### config.mk
export PLATFORM = sky130hd
export DESIGN_NAME = alu_uart_interface
export DESIGN_NICKNAME = d
export VERILOG_FILES = /design/src/rtl/alu_uart_interface.sv
export SDC_FILE = /design/constraint.sdc
export NUM_CORES = 1
export LEC_CHECK = 0
export CAP_MARGIN = 0
export CORE_AREA = 5 5 56 58
export DETAILED_ROUTE_END_ITERATION = 10
export DIE_AREA = 0 0 61 63
export PLACE_DENSITY = 0.79
export SLEW_MARGIN = 20
export SYNTH_ARGS = -nofsm -noshare
export SYNTH_HDL_FRONTEND = slang
export SYNTH_SLANG_ARGS = --single-unit
### constraint.sdc
create_clock -name i_clock -period 4.22 [get_ports i_clock]
set_input_delay 0.633 -clock i_clock [delete_from_list [all_inputs] [get_ports i_clock]]
set_output_delay 0.633 -clock i_clock [all_outputs]
set_load 0.05 [all_outputs]
### src/rtl/alu_uart_interface.sv
// UART front end for the ALU: gathers A, B and opcode bytes,
// latches the ALU result and hands it to the transmitter.
module alu_uart_interface #(
  parameter int NB_BYTE     = 8,
  parameter int NB_DATA_IN  = 5,
  parameter int NB_DATA_OUT = 6,
  parameter int NB_OPERADOR = 6
) (
  input  logic                   i_clock,
  input  logic                   i_reset,
  input  logic [NB_BYTE-1:0]     i_rx_data,
  input  logic                   i_rx_done,
  input  logic [NB_DATA_OUT-1:0] i_resultado,
  input  logic                   i_tx_done,
  output logic [NB_DATA_IN-1:0]  o_dato_a,
  output logic [NB_DATA_IN-1:0]  o_dato_b,
  output logic [NB_OPERADOR-1:0] o_operador,
  output logic [NB_BYTE-1:0]     o_tx_data,
  output logic                   o_tx_start,
  output logic                   o_busy,
  output logic                   o_drop
);

  typedef enum logic [2:0] {
    WAIT_A,
    WAIT_B,
    WAIT_OP,
    CALC,
    SEND,
    WAIT_TX
  } state_t;

  state_t state, state_nx;

  logic ld_a;
  logic ld_b;
  logic ld_op;
  logic ld_res;

  logic [NB_BYTE-1:0] res_ext;
  logic               unused_rx_hi;

  assign res_ext = {{(NB_BYTE-NB_DATA_OUT){i_resultado[NB_DATA_OUT-1]}},
                    i_resultado};

  assign unused_rx_hi = ^i_rx_data[NB_BYTE-1:NB_OPERADOR];

  always_comb begin
    state_nx   = state;
    ld_a       = 1'b0;
    ld_b       = 1'b0;
    ld_op      = 1'b0;
    ld_res     = 1'b0;
    o_tx_start = 1'b0;
    o_busy     = 1'b0;
    o_drop     = 1'b0;
    unique case (state)
      WAIT_A: begin
        if (i_rx_done) begin
          ld_a     = 1'b1;
          state_nx = WAIT_B;
        end
      end
      WAIT_B: begin
        if (i_rx_done) begin
          ld_b     = 1'b1;
          state_nx = WAIT_OP;
        end
      end
      WAIT_OP: begin
        if (i_rx_done) begin
          ld_op    = 1'b1;
          state_nx = CALC;
        end
      end
      CALC: begin
        o_busy   = 1'b1;
        o_drop   = i_rx_done;
        ld_res   = 1'b1;
        state_nx = SEND;
      end
      SEND: begin
        o_busy     = 1'b1;
        o_drop     = i_rx_done;
        o_tx_start = 1'b1;
        state_nx   = WAIT_TX;
      end
      WAIT_TX: begin
        o_busy = 1'b1;
        o_drop = i_rx_done;
        if (i_tx_done) state_nx = WAIT_A;
      end
      default: state_nx = WAIT_A;
    endcase
  end

  always_ff @(posedge i_clock or negedge i_reset) begin
    if (!i_reset) begin
      state      <= WAIT_A;
      o_dato_a   <= '0;
      o_dato_b   <= '0;
      o_operador <= '0;
      o_tx_data  <= '0;
    end else begin
      state <= state_nx;
      if (ld_a)   o_dato_a   <= i_rx_data[NB_DATA_IN-1:0];
      if (ld_b)   o_dato_b   <= i_rx_data[NB_DATA_IN-1:0];
      if (ld_op)  o_operador <= i_rx_data[NB_OPERADOR-1:0];
      if (ld_res) o_tx_data  <= res_ext;
    end
  end

endmodule

==> results.md, run 1 <==
* Critical path startpoint: i_rx_done
* Status: finished, final reports clean
* End point of the critical path: o_drop
* Largest net degree at the start of global routing at 26
* Full die area at 0.003843 sq mm
* Routed WL per cell at 15.80 um
* Post-Syn Area at 0.001070 sq mm
* Netlist cell types at 19
* Tmin final at 2.903 ns
* Worst Skew at 0.003869 ns
* Root Driver: clkbuf_4
* Hold Vio Cnt, Final at 0
* Row cnt at 19
* CTS sink cnt at 25
* CP max stage cell: clkdlybuf4s50_1
* HPWL Detailed at 1.751 mm
* DRC at 0
* Share of cells above drive strength 1 at 27.93%
* Mapped Cells at 70
* Total Wirelength at 2.243 mm
* # fillers at 231
* Most frequent CP cell: clkdlybuf4s50_1
* Initial antenna violation count at 0
* Nets at 130
* Syn nets at 88
* Vias in the first global route at 808
* CTS Buf Count at 3
* Crit path launch type: primary input
* Setup TNS at 0 ns
* Crit Path Max Fanout at 7
* Final period utilization at 68.79%
* Unrepaired setup endpoints after global routing: false
* Pre-Repair DR Iteration Count at 3
* Chip width at 61 um
* Gr ovfl total at 0
* Post-cts resize count at 0
* HP Class: in -> async
* Crit path required time at 3.59 ns
* Fin. max-slew vios at 0
* Post-route ant nets at 0
* Post-synthesis sequential area ratio at 58.48%
* Relative slew slack at 63.73%
* Avg Cell Area, Syn at 15.28 sq um
* Worst reg2reg startpoint: state[0]
* Htree depth at 1
* Setup CP Type: in -> out
* Global Route Usage Sum at 12.60%
* Crit path max-delay family: buffers and inverters
* Arrival time worst endpoint at 2.27 ns
* Register-to-register setup slack at 2.69 ns
* Port bufs at 42
* Vias per cell at 5.056
* Final setup fails at 0
* Cell count along the critical path at 3
* RR Endpoint: o_operador[4]
* Core area at 0.002615 sq mm
* Crit path cell chain: clkdlybuf4s50_1 -> a21boi_0 -> clkdlybuf4s50_1
* CP Buf/Inv Count at 2
* Die Height at 63 um
* TritonCTS clock tree: yes
* Worst-path clk slew at 0.14 ns
* Initial core utilization at 40.91%
* Max Fclk at 344.5 MHz
* Number of diodes at 0
* Post-CTS Hold Buffers at 0
* Via count at 718
* Register area at 625.6 sq um
* Iter 0 DRT Violations at 13
* MaxCap Viol Count at 0
* Area Overhead vs Synth at 41.87%
* Max stage delay on crit path at 0.83 ns
* Yosys warning count at 0
* Worst skew pair latency at 0.32 ns
* Top Ports at 45
* Multi-input logic area at 400.4 sq um
* CP endpoint kind: output pin
* First-pass GRT wire length at 3.712 mm
* Reg2Reg Depth at 3
* Yosys reg bits at 25
* Post-CTS Setup Repair Bufs at 0
* CTS Buffer Depth at 2
* Worst-margin pin slew at 0.5440 ns
* RePlAce Congestion at 0.6264
==> sequential cells by signal (all words and copies together), names as in the netlist <==
register and cells:
o_dato_b 5, o_operador 6, o_dato_a 5, state 3, o_tx_data 6
==> worst min path at each step <==
stage                   end  slack (ns)
2_1_floorplan   o_dato_a[0]        0.34
5_1_grt        o_tx_data[1]        0.31
4_1_cts         o_dato_b[2]        0.53
3_3_place_gp   o_tx_data[1]        0.49
6_report       o_tx_data[5]        0.27
3_5_place_dp    o_dato_b[2]        0.50
==> per-layer routing <==
| layer | vias up | wire length [um] | GRT usage (%) | share of wire [%] |
|---|---|---|---|---|
| met5 | - | 0 | 0 | 0 |
| met4 | 0 | 23 | 4.065 | 1.0 |
| met3 | 3 | 290 | 5.785 | 13 |
| met2 | 39 | 1024 | 19.52 | 46 |
| met1 | 346 | 905 | 15.29 | 40 |
| li1 | 330 | - | - | - |
==> worst register-to-register path, delay by kind of cell (launching register included) <==
family | cells | cell delay (ns)
muxes | 1 | 0.34
and+or+nand+nor | 1 | 0.34
buffers and inverters | 1 | 0.21
DFF | 1 | 0.54
==> Yosys cell counts <==
cell	count	area (sq um)
nand2b_1	2	12.51
or4_1	1	7.510
and2_1	1	6.260
nand3b_4	1	20.02
a21oi_1	1	5.000
o21ai_0	1	5.000
a21boi_0	1	7.510
nor4bb_1	1	10.01
dfrtp_1	25	625.6
mux2_2	22	247.7
buf_2	2	10.01
nor4b_4	1	23.77
buf_4	3	22.52
nor4b_1	1	8.760
and4bb_2	1	12.51
nand2_1	1	3.750
nand3b_1	1	7.510
buf_6	1	11.26
nor3b_1	3	22.52
==> kinds of logic after synthesis <==
family          synth area share [%]
mux                            23.16
buf+inv                        4.093
simple gates                   12.63
flops                          58.48
compound gates                 1.637
==> per-stage QoR <==
| step | utilization [%] | instance area (sq um) | hold slack [ns] | worst slack (ns) | std cells |
|---|---|---|---|---|---|
| after global routing | 58.04 | 1518 | 0.3087 | 1.269 | 142 |
| after floorplan | - | 1070 | 0.3374 | 1.716 | 70 |
| after CTS | 58.23 | 1523 | 0.5277 | 1.322 | 142 |
| after detailed placement | 57.08 | 1493 | 0.4963 | 1.326 | 138 |
| after global placement | 57.08 | 1493 | 0.4888 | 1.325 | 138 |
| final | 58.04 | 1518 | 0.2718 | 1.317 | 142 |
==> placed cells by master (no fill, tap or decap), types with 2 or more instances in the layout <==
| master | netlist | final |
|---|---|---|
| nor3b_1 | 3 | 3 |
| dfrtp_1 | 25 | 25 |
| nand2b_1 | 2 | 2 |
| clkbuf_4 | 0 | 3 |
| clkdlybuf4s50_1 | 0 | 41 |
| mux2_2 | 22 | 22 |
==> final cells by class <==
cell class	count	area share, %
multi-input cells	39	26.38
well taps	31	2.556
repair buffers	43	27.86
flip-flops and latches	25	41.22
clock inverters	1	0.4946
clock buffers	3	1.484
Power of run 1 is left out: the tool's default activity adds up to more than one toggle a clock period on the data nets, which glitch-free logic cannot reach.
==> run 2: changes to the inputs <==
--- a/config.mk
+++ b/config.mk
@@ -6,10 +6,10 @@
 export NUM_CORES = 1
 export LEC_CHECK = 0
 export CAP_MARGIN = 0
-export CORE_AREA = 5 5 56 58
+export CORE_AREA = 5 5 60 62
 export DETAILED_ROUTE_END_ITERATION = 10
-export DIE_AREA = 0 0 61 63
-export PLACE_DENSITY = 0.79
+export DIE_AREA = 0 0 65 67
+export PLACE_DENSITY = 0.72
 export SLEW_MARGIN = 20
 export SYNTH_ARGS = -nofsm -noshare
 export SYNTH_HDL_FRONTEND = slang
==> constraint.sdc (replaced) <==
create_clock -name i_clock -period 2.35 [get_ports i_clock]
set_input_delay 0.3525 -clock i_clock [delete_from_list [all_inputs] [get_ports i_clock]]
set_output_delay 0.3525 -clock i_clock [all_outputs]
set_load 0.05 [all_outputs]
==> results.md, run 2 (synthesized netlist as in run 1, its figures left out) <==
* Crit path required time at 2.00 ns (-1.59 ns)
* Register-to-register setup slack at 0.81 ns (-1.88 ns)
* HP Class: in -> async
* Post-CTS Hold Buffers at 0 (unchanged)
* CP Buf/Inv Count at 1 (-1)
* Initial antenna violation count at 0 (unchanged)
* Worst reg2reg startpoint: state[0]
* Total Wirelength at 2.289 mm (+2.1%)
* Most common cell after layout, fill and taps aside: clkdlybuf4s50_1
* Largest registers: o_operador x6, o_tx_data x6
* TritonCTS clock tree: yes
* Status: finished, final reports clean
* Crit Path Max Fanout at 10 (+3)
* Unrepaired setup endpoints after global routing: false
* Critical path startpoint: state[2]
* Fin. max-slew vios at 0 (unchanged)
* Max Fclk at 472.6 MHz
* CTS Buf Count at 3 (unchanged)
* Vias in the first global route at 767 (-5.1%)
* Fin worst setup slack at 0.2342 ns (-1.083 ns)
* Full die area at 0.004355 sq mm (+13%)
* MaxCap Viol Count at 0 (unchanged)
* Core area at 0.002978 sq mm (+14%)
* Post-CTS Setup Repair Bufs at 0 (unchanged)
* RR Endpoint: o_operador[2]
* CP max stage cell: dfrtp_1
* CTS Buffer Depth at 2 (unchanged)
* Worst-margin pin slew at 0.5238 ns (-0.02022 ns)
* Setup CP Type: reg -> out
* Crit path launch type: register
* Port bufs at 42 (unchanged)
* Nets at 131 (+0.77%)
* Register area at 625.6 sq um (unchanged)
* Final period utilization at 90.04%
* Relative slew slack at 64.97% (+1.2 points)
* Initial core utilization at 35.92% (-5.0 points)
* Setup TNS at 0 ns (unchanged)
* Multi-input logic area at 400.4 sq um (unchanged)
* Final setup fails at 0 (unchanged)
* Worst-path clk slew at 0.13 ns (about the same)
* Tmin final at 2.116 ns
* Gr ovfl total at 0 (unchanged)
* Row cnt at 20 (+1)
* Root Driver: clkbuf_4
* Largest net degree at the start of global routing at 26 (unchanged)
* Crit path cell chain: nor3b_1 -> dlygate4sd2_1
* RePlAce Congestion at 0.6491 (+3.6%)
* Via count at 710 (-1.1%)
* Top Ports at 45 (unchanged)
* Worst Skew at 0.003774 ns (-0.00009537 ns)
* Reg2Reg Depth at 3 (unchanged)
* Vias per cell at 4.897 (-3.2%)
* DRC at 0 (unchanged)
* Max stage delay on crit path at 0.57 ns (-0.26 ns)
* Most frequent cells in the layout: clkdlybuf4s50_1, dfrtp_1, mux2_2
* Pre-CTS WS at 0.2854 ns (-1.041 ns)
* Global Route Usage Sum at 11.59% (-1.0 points)
* Chip width at 65 um (+6.6%)
* First-pass GRT wire length at 3.850 mm (+3.7%)
* Number of diodes at 0 (unchanged)
* Htree depth at 1 (unchanged)
* Arrival time worst endpoint at 1.76 ns (-0.51 ns)
* CP endpoint kind: output pin
* Iter 0 DRT Violations at 22 (+9)
* Hold Vio Cnt, Final at 0 (unchanged)
* Post-route ant nets at 0 (unchanged)
* Share of cells above drive strength 1 at 27.68% (-0.25 points)
* Crit path max-delay family: flip-flops
* # fillers at 269 (+16%)
* HPWL Detailed at 1.746 mm (-0.27%)
* Pre-Repair DR Iteration Count at 4 (+1)
* Routed WL per cell at 15.79 um (about the same)
* Worst skew pair latency at 0.31 ns (about the same)
* Area Overhead vs Synth at 43.63%
* Die Height at 67 um (+6.3%)
* CTS sink cnt at 25 (unchanged)
==> run 2: area by class of cell <==
cell class,instances,area share [%]
clock buffers,4,1.710
well taps,33,2.687
flip-flops and latches,25,40.72
repair buffers,44,28.83
multi-input cells,39,26.06
==> run 2: what timing repair did <==
action | 4_1_cts | 5_1_grt
resized for setup | 2 | 0
setup endpoints to repair | 2 | 0
hold endpoints to repair | 0 | 0
==> run 2: worst max path at each step <==
| stage | to | slack (ns) | cells past startpoint |
|---|---|---|---|
| final | o_tx_start | 0.23 | 2 |
| after global routing | o_tx_start | 0.1 | 2 |
| after CTS | o_tx_start | 0.22 | 2 |
| after detailed placement | o_tx_start | 0.29 | 2 |
| after global placement | o_tx_start | 0.36 | 2 |
| after floorplan | o_drop | 0.13 | 3 |
==> run 2: metrics by stage <==
step | util (%) | instance area [sq um] | hold slack, ns | std cells
2_1_floorplan | - | 1070 | 0.05691 | 70
3_3_place_gp | 50.80 | 1513 | 0.4866 | 141
3_5_place_dp | 50.80 | 1513 | 0.4938 | 141
4_1_cts | 51.60 | 1536 | 0.3855 | 145
5_1_grt | 51.60 | 1536 | 0.3937 | 145
6_report | 51.60 | 1536 | 0.3807 | 145
==> run 2: layer usage <==
layer	GRT usage (%)	wire [um]	up-vias	part of all wire, %
met3	4.216	186	2	8.1
li1	-	-	328	-
met1	14.71	969	348	42
met4	3.166	14	0	0.61
met5	0	0	-	0
met2	18.52	1117	32	49
Power of run 2 is left out for the same reason.
